File: src/rtl/hazard_stall_ctrl_if.sv
// Handshake bundle between the decode/execute pipeline and the hazard controller.
// Signal names follow the pipeline's established port names.
interface hazard_stall_ctrl_if;
    logic [4:0]  ID_RS1;
    logic [4:0]  ID_RS2;
    logic        ID_USES_RS1;
    logic        ID_USES_RS2;
    logic        EX_VALID;
    logic [4:0]  EX_RD;
    logic [2:0]  EX_MEM_READ;
    logic [4:0]  EX_ALU_OP;
    logic        BRANCH_TAKEN;
    logic        PC_WRITE;
    logic        IF_ID_WRITE;
    logic        IF_ID_FLUSH;
    logic        ID_EX_WRITE;
    logic        ID_EX_FLUSH;
    logic        EX_HOLD;
    logic        MULDIV_START;
    logic        MULDIV_DONE;
    logic [31:0] STALL_CYCLES;

    // Pipeline side: supplies ID/EX status, consumes enables and flushes.
    modport master (
        output ID_RS1, ID_RS2, ID_USES_RS1, ID_USES_RS2,
        output EX_VALID, EX_RD, EX_MEM_READ, EX_ALU_OP, BRANCH_TAKEN,
        input  PC_WRITE, IF_ID_WRITE, IF_ID_FLUSH, ID_EX_WRITE, ID_EX_FLUSH,
        input  EX_HOLD, MULDIV_START, MULDIV_DONE, STALL_CYCLES
    );

    // Controller side.
    modport slave (
        input  ID_RS1, ID_RS2, ID_USES_RS1, ID_USES_RS2,
        input  EX_VALID, EX_RD, EX_MEM_READ, EX_ALU_OP, BRANCH_TAKEN,
        output PC_WRITE, IF_ID_WRITE, IF_ID_FLUSH, ID_EX_WRITE, ID_EX_FLUSH,
        output EX_HOLD, MULDIV_START, MULDIV_DONE, STALL_CYCLES
    );
endinterface

File: src/rtl/hazard_stall_ctrl.sv
// Pipeline sequencing controller for the 5-stage RV32IM core: taken-branch flush,
// load-use bubble insertion and multi-cycle mul/div EX occupancy, plus a
// saturating count of front-end stall cycles.
module hazard_stall_ctrl #(
    parameter int MUL_CYCLES = 4,
    parameter int DIV_CYCLES = 33,
    parameter int CNT_W      = 6
) (
    input  logic                CLK,
    input  logic                RESET,
    hazard_stall_ctrl_if.slave  bus
);

    if (MUL_CYCLES < 2) begin : g_bad_mul
        $error("MUL_CYCLES must be at least 2");
    end
    if (DIV_CYCLES < 2 || DIV_CYCLES > (2 ** CNT_W)) begin : g_bad_div
        $error("DIV_CYCLES must be in 2 .. 2**CNT_W");
    end

    typedef enum logic [1:0] {
        ST_RUN,
        ST_LDSTALL,
        ST_MD_WAIT
    } state_e;

    // Counter preload: the start cycle and the release cycle are not counted.
    localparam logic [CNT_W-1:0] MUL_LOAD = CNT_W'(MUL_CYCLES - 2);
    localparam logic [CNT_W-1:0] DIV_LOAD = CNT_W'(DIV_CYCLES - 2);

    state_e            state_q, state_d;
    logic [CNT_W-1:0]  cnt_q, cnt_d;
    logic [31:0]       stall_q, stall_d;

    logic is_md;
    logic is_div;
    logic lu_haz;

    logic pc_write;
    logic if_id_write;
    logic if_id_flush;
    logic id_ex_write;
    logic id_ex_flush;
    logic ex_hold;
    logic muldiv_start;
    logic muldiv_done;

    // Decode of the EX instruction class and the load-use hazard.
    always_comb begin
        is_md  = bus.EX_VALID && (bus.EX_ALU_OP[4:3] == 2'b11) && (bus.EX_ALU_OP != 5'b11110);
        is_div = is_md && bus.EX_ALU_OP[2];
        lu_haz = bus.EX_VALID && (bus.EX_MEM_READ != 3'd0) && (bus.EX_RD != 5'd0) &&
                 ((bus.ID_USES_RS1 && (bus.ID_RS1 == bus.EX_RD)) ||
                  (bus.ID_USES_RS2 && (bus.ID_RS2 == bus.EX_RD)));
    end

    // Sequencing: next state, mul/div countdown and pipeline control outputs.
    always_comb begin
        state_d      = state_q;
        cnt_d        = cnt_q;
        pc_write     = 1'b1;
        if_id_write  = 1'b1;
        id_ex_write  = 1'b1;
        if_id_flush  = 1'b0;
        id_ex_flush  = 1'b0;
        ex_hold      = 1'b0;
        muldiv_start = 1'b0;
        muldiv_done  = 1'b0;

        if (RESET) begin
            pc_write    = 1'b0;
            if_id_write = 1'b0;
            id_ex_write = 1'b0;
            if_id_flush = 1'b1;
            id_ex_flush = 1'b1;
            state_d     = ST_RUN;
            cnt_d       = '0;
        end else begin
            unique case (state_q)
                ST_RUN: begin
                    if (bus.BRANCH_TAKEN && bus.EX_VALID) begin
                        if_id_flush = 1'b1;
                        id_ex_flush = 1'b1;
                    end else if (is_md) begin
                        muldiv_start = 1'b1;
                        ex_hold      = 1'b1;
                        pc_write     = 1'b0;
                        if_id_write  = 1'b0;
                        id_ex_write  = 1'b0;
                        cnt_d        = is_div ? DIV_LOAD : MUL_LOAD;
                        state_d      = ST_MD_WAIT;
                    end else if (lu_haz) begin
                        pc_write    = 1'b0;
                        if_id_write = 1'b0;
                        id_ex_flush = 1'b1;
                        state_d     = ST_LDSTALL;
                    end
                end
                // EX holds the inserted bubble, so nothing is re-evaluated here.
                ST_LDSTALL: begin
                    state_d = ST_RUN;
                end
                ST_MD_WAIT: begin
                    if (cnt_q != '0) begin
                        ex_hold     = 1'b1;
                        pc_write    = 1'b0;
                        if_id_write = 1'b0;
                        id_ex_write = 1'b0;
                        cnt_d       = cnt_q - CNT_W'(1);
                    end else begin
                        muldiv_done = 1'b1;
                        state_d     = ST_RUN;
                    end
                end
                default: begin
                    state_d = ST_RUN;
                end
            endcase
        end
    end

    // Saturating count of cycles the PC is held outside reset.
    always_comb begin
        stall_d = stall_q;
        if (!RESET && !pc_write && (stall_q != '1)) begin
            stall_d = stall_q + 32'd1;
        end
    end

    // State registers.
    always_ff @(posedge CLK) begin
        if (RESET) begin
            state_q <= ST_RUN;
            cnt_q   <= '0;
            stall_q <= '0;
        end else begin
            state_q <= state_d;
            cnt_q   <= cnt_d;
            stall_q <= stall_d;
        end
    end

    assign bus.PC_WRITE     = pc_write;
    assign bus.IF_ID_WRITE  = if_id_write;
    assign bus.IF_ID_FLUSH  = if_id_flush;
    assign bus.ID_EX_WRITE  = id_ex_write;
    assign bus.ID_EX_FLUSH  = id_ex_flush;
    assign bus.EX_HOLD      = ex_hold;
    assign bus.MULDIV_START = muldiv_start;
    assign bus.MULDIV_DONE  = muldiv_done;
    assign bus.STALL_CYCLES = stall_q;

endmodule

File: src/flat_wrapper.sv
// flat-port wrapper written by rule: the top's interface ports become plain ports
module hazard_stall_ctrl_flat 
#(
    parameter int MUL_CYCLES = 4,
    parameter int DIV_CYCLES = 33,
    parameter int CNT_W      = 6
)
  (CLK, RESET, bus_ID_RS1, bus_ID_RS2, bus_ID_USES_RS1, bus_ID_USES_RS2, bus_EX_VALID, bus_EX_RD, bus_EX_MEM_READ, bus_EX_ALU_OP, bus_BRANCH_TAKEN, bus_PC_WRITE, bus_IF_ID_WRITE, bus_IF_ID_FLUSH, bus_ID_EX_WRITE, bus_ID_EX_FLUSH, bus_EX_HOLD, bus_MULDIV_START, bus_MULDIV_DONE, bus_STALL_CYCLES);
  hazard_stall_ctrl_if bus_i ();
  input  logic CLK;
  input  logic RESET;
  input wire logic [$bits(bus_i.ID_RS1)-1:0] bus_ID_RS1;
  input wire logic [$bits(bus_i.ID_RS2)-1:0] bus_ID_RS2;
  input wire logic [$bits(bus_i.ID_USES_RS1)-1:0] bus_ID_USES_RS1;
  input wire logic [$bits(bus_i.ID_USES_RS2)-1:0] bus_ID_USES_RS2;
  input wire logic [$bits(bus_i.EX_VALID)-1:0] bus_EX_VALID;
  input wire logic [$bits(bus_i.EX_RD)-1:0] bus_EX_RD;
  input wire logic [$bits(bus_i.EX_MEM_READ)-1:0] bus_EX_MEM_READ;
  input wire logic [$bits(bus_i.EX_ALU_OP)-1:0] bus_EX_ALU_OP;
  input wire logic [$bits(bus_i.BRANCH_TAKEN)-1:0] bus_BRANCH_TAKEN;
  output wire logic [$bits(bus_i.PC_WRITE)-1:0] bus_PC_WRITE;
  output wire logic [$bits(bus_i.IF_ID_WRITE)-1:0] bus_IF_ID_WRITE;
  output wire logic [$bits(bus_i.IF_ID_FLUSH)-1:0] bus_IF_ID_FLUSH;
  output wire logic [$bits(bus_i.ID_EX_WRITE)-1:0] bus_ID_EX_WRITE;
  output wire logic [$bits(bus_i.ID_EX_FLUSH)-1:0] bus_ID_EX_FLUSH;
  output wire logic [$bits(bus_i.EX_HOLD)-1:0] bus_EX_HOLD;
  output wire logic [$bits(bus_i.MULDIV_START)-1:0] bus_MULDIV_START;
  output wire logic [$bits(bus_i.MULDIV_DONE)-1:0] bus_MULDIV_DONE;
  output wire logic [$bits(bus_i.STALL_CYCLES)-1:0] bus_STALL_CYCLES;
  assign bus_i.ID_RS1 = bus_ID_RS1;
  assign bus_i.ID_RS2 = bus_ID_RS2;
  assign bus_i.ID_USES_RS1 = bus_ID_USES_RS1;
  assign bus_i.ID_USES_RS2 = bus_ID_USES_RS2;
  assign bus_i.EX_VALID = bus_EX_VALID;
  assign bus_i.EX_RD = bus_EX_RD;
  assign bus_i.EX_MEM_READ = bus_EX_MEM_READ;
  assign bus_i.EX_ALU_OP = bus_EX_ALU_OP;
  assign bus_i.BRANCH_TAKEN = bus_BRANCH_TAKEN;
  assign bus_PC_WRITE = bus_i.PC_WRITE;
  assign bus_IF_ID_WRITE = bus_i.IF_ID_WRITE;
  assign bus_IF_ID_FLUSH = bus_i.IF_ID_FLUSH;
  assign bus_ID_EX_WRITE = bus_i.ID_EX_WRITE;
  assign bus_ID_EX_FLUSH = bus_i.ID_EX_FLUSH;
  assign bus_EX_HOLD = bus_i.EX_HOLD;
  assign bus_MULDIV_START = bus_i.MULDIV_START;
  assign bus_MULDIV_DONE = bus_i.MULDIV_DONE;
  assign bus_STALL_CYCLES = bus_i.STALL_CYCLES;
  hazard_stall_ctrl #(.MUL_CYCLES(MUL_CYCLES), .DIV_CYCLES(DIV_CYCLES), .CNT_W(CNT_W)) u_core (.CLK(CLK), .RESET(RESET), .bus(bus_i));
endmodule
File: config.mk
export PLATFORM = sky130hd
export DESIGN_NAME = hazard_stall_ctrl_flat
export DESIGN_NICKNAME = d
export VERILOG_FILES = /design/src/rtl/hazard_stall_ctrl_if.sv /design/src/rtl/hazard_stall_ctrl.sv /design/src/flat_wrapper.sv
export SDC_FILE = /design/constraint.sdc
export NUM_CORES = 1
export LEC_CHECK = 0
export ABC_AREA = 1
export BUFFER_PORTS_ARGS = -buffer_cell sky130_fd_sc_hd__buf_2
export CORE_MARGIN = 2
export CORE_UTILIZATION = 49
export CTS_CLUSTER_SIZE = 30
export DETAILED_ROUTE_END_ITERATION = 10
export PLACE_DENSITY_LB_ADDON = 0.12
export SYNTH_ARGS = -nofsm -noshare
export SYNTH_HDL_FRONTEND = slang
export SYNTH_SLANG_ARGS = --single-unit
File: constraint.sdc
create_clock -name CLK -period 1.8 [get_ports CLK]
set_input_delay 0.36 -clock CLK [delete_from_list [all_inputs] [get_ports CLK]]
set_output_delay 0.36 -clock CLK [all_outputs]
set_load 0.01 [all_outputs]
==> flow_summary.yaml <==
outcome:
  status: "finished, final reports clean"
worst_setup_path:
  critical_path.cell_chain: "inv_2, ha_4, nand3_4, nand2_4, nand2_4, a21oi_2, buf_2"
  end_kind: "output pin"
  cp.arrival_ns: 1.38
  worstReg2RegStart: "u_core.bus.STALL_CYCLES[0]$_SDFFE_PP0P_"
  critPathMaxStageDelay_ns: 0.34
  cp.required_ns: 1.44
  crit_buf_inv: 2
  path_max_fanout: 4
  cp_slowest_cell: "dfxtp_2"
  cp-start-kind: "flop"
  crit_top_cell: "nand2_4"
  cp_top_family: "flip-flops"
  critPathKind: "flop to output pin"
  crit_start: "u_core.cnt_q[1]$_SDFFE_PP0P_"
job:
  maxCapViolCount: 0
detailed_routing:
  drtIter0Drc: 234
  via_count: 3501
  routed_wl_um: 8930
  via_per_inst: 5.32
  drc: 0
  firstDrtPassIters: 6
  antenna_left: 0
  wl_per_cell_um: 13.6
yosys:
  ys_types: 30
  yosys.area.top_type_share_pct: 27.5
  synth_seq_cells: 40
  synth_cells: 479
  ys.flop_type: "dfxtp_1"
  synth_area_leaders: "dfxtp_1 (27%), nand2_1 (20%), nor2_1 (9.1%), nand4_1 (6.7%), a21oi_1 (6.4%)"
  syn_area_per_cell_um2: 6.08
  yosys-top-cells-count: "nand2_1 (153), nor2_1 (71), dfxtp_1 (40), a21oi_1 (37), inv_1 (35)"
  yosys.area.top_type: "dfxtp_1"
  yosysWarnings: 0
  yosysMostFrequentCell: "nand2_1"
  synth-edff-count: 0
  async_flop_share_pct: 0
  syn_area_um2: 2910
  ys_seq_area_share_pct: 27.5
  synthesis.nets: 511
power_and_ir_drop:
  clockPowerShare_pct: 36.6
  power_frac_comb_pct: 19.6
  leakagePower_nw: 1.71
  irDropWorstVdd_mv: 0.512
  internal-power_mw: 1.47
  p_per_area_nw_per_um2: 531
  swShare_pct: 29.0
  power_switching_mw: 0.601
  sequentialPowerShare_pct: 43.7
sta:
  setup_viol: 0
  slew_headroom_pct: 72.1
  hold_violations: 0
  rsz0062_at_grt: "yes"
  tns_ns: 0
  worstMarginPinSlew_ns: 0.418
  finClkSkew_ns: 0.00273
  period_share_pct: 96.5
  whs_ns: 0.346
  max_freq_ghz: 0.576
  slew_violations: 0
  layout_min_cycle_time_ns: 1.74
cells_and_area:
  fin_area_um2: 3900
  drive_gt1_share_pct: 31.4
  area_delta_synth_final_pct: 33.8
  fin_nets: 614
  fin_cells: 658
  fin_util_pct: 67.0
  diodes: 0
grt:
  globalRouteOverflowTotal: 0
  grt_pass1_wl_um: 14200
  grt_pass1_vias: 3109
  grt_usage_pct: 27.3
  antenna_found_initial: 0
  grt_max_degree: 34
clock_network:
  cts_made_buffers: 5
  cts_root_buffer: "clkbuf_8"
  clk_latency_ns: 0.30
  htree_levels: 2
  clock_path_buffers: 2
  cts_tree: "yes"
  cts.sinks: 40
  clk_pin_slew_worst_paths_ns: 0.08
placed_design:
  hpwl_um: 6540
  gp_congestion: 0.982
  dp_cells: 639
  port_buffers: 68
  placed_cell_area_um2: 3550
floorplanning:
  die_height_um: 81.1
  die-area_um2: 6580
  core_um2: 5820
  die_w_um: 81.1
  row_count: 28
  ios: 69
  start_util_pct: 50.1
worst_hold_path:
  hp-start: "RESET"
  hold_path.class: "input pin to flop"
-- cell usage in the layout, fill, tap and decap left out, types with 6 or more instances in the layout --
| cell | Yosys | layout |
|---|---|---|
| a21oi_1 | 37 | 35 |
| a21oi_2 | 7 | 9 |
| buf_2 | 7 | 68 |
| buf_4 | 1 | 42 |
| dfxtp_1 | 40 | 28 |
| dfxtp_2 | 0 | 10 |
| inv_1 | 35 | 30 |
| inv_2 | 2 | 7 |
| nand2_1 | 153 | 151 |
| nand2_2 | 11 | 11 |
| nand3_1 | 21 | 19 |
| nand3b_1 | 11 | 11 |
| nand4_1 | 31 | 31 |
| nor2_1 | 71 | 62 |
| nor2_2 | 1 | 7 |
| o21ai_0 | 8 | 6 |
| xor2_1 | 12 | 12 |
-- metrics by stage --
stage               setup slack, ns  power [mW]
floorplan                    0.0101        1.14
global placement             0.0881        1.25
detailed placement           0.0471        1.25
CTS                        0.000182        2.04
global route                -0.0189        2.16
finish                       0.0631        2.07
-- what timing repair did --
| item | CTS | global route |
|---|---|---|
| resized for setup | 12 | 33 |
| setup buffers | 5 | 4 |
| hold buffers | 0 | 0 |
| gates cloned | 0 | 2 |
| pin swaps | 3 | 6 |
| setup endpoints to repair | 4 | 39 |
-- layout make-up --
| class | count | area, µm² |
|---|---|---|
| clock inverter | 3 | 42.5 |
| multi-input combinational | 383 | 1970 |
| fill | 570 | 1920 |
| tap | 75 | 93.8 |
| sequential | 40 | 821 |
| inverter | 37 | 139 |
| clock buffer | 5 | 68.8 |
| timing repair buffer | 115 | 766 |
-- kinds of logic after synthesis --
group                      share of synthesized area [%]
xor gates and xnor gates                            4.81
adders and majority gates                           1.29
and+or+nand+nor                                     46.6
AOI/OAI and AO/OA                                   11.3
DFF                                                 27.5
buffers and inverters                               8.54
-- flip-flops by register name, indices dropped and copies added (netlist names) --
signal                   flops
u_core.state_q               2
u_core.bus.STALL_CYCLES     32
u_core.cnt_q                 6
-- worst reg2reg max path, cell delays in order (launching register included) --
cell       delay [ns]
dfxtp_2          0.34
ha_2             0.20
inv_2            0.06
nor2_4           0.11
nand3_1          0.10
nor2_1           0.10
nand3_1          0.09
nand2_1          0.09
inv_2            0.06
nand3_4          0.13
clkbuf_16        0.20
nand2_1          0.06
a21oi_1          0.11
-- worst paths after layout --
check / to / slack, ns / cells after the start
max: bus_PC_WRITE / 0.06 / 7
min reg2reg: u_core.bus.STALL_CYCLES[4]$_SDFFE_PP0P_ / 0.50 / 2
min: u_core.cnt_q[2]$_SDFFE_PP0P_ / 0.35 / 2
max reg2reg: u_core.bus.STALL_CYCLES[11]$_SDFFE_PP0P_ / 0.09 / 12
-- metal layers --
layer | global-route usage (%) | wire, µm | vias to the layer above
li1 | - | - | 1768
met1 | 37.5 | 4200 | 1612
met2 | 45.6 | 4110 | 109
met3 | 3.78 | 518 | 12
met4 | 5.59 | 91 | 0
met5 | 0 | 0 | -
-- power groups by stage --
stage	Combinational [mW]	Sequential (mW)	Clock (mW)
after floorplan	0.217	0.926	0
after global placement	0.324	0.925	0
after detailed placement	0.328	0.925	0
after CTS	0.354	0.906	0.775
after global routing	0.444	0.908	0.806
final	0.406	0.906	0.759
No activity file was read; power rests on OpenSTA's default activity.
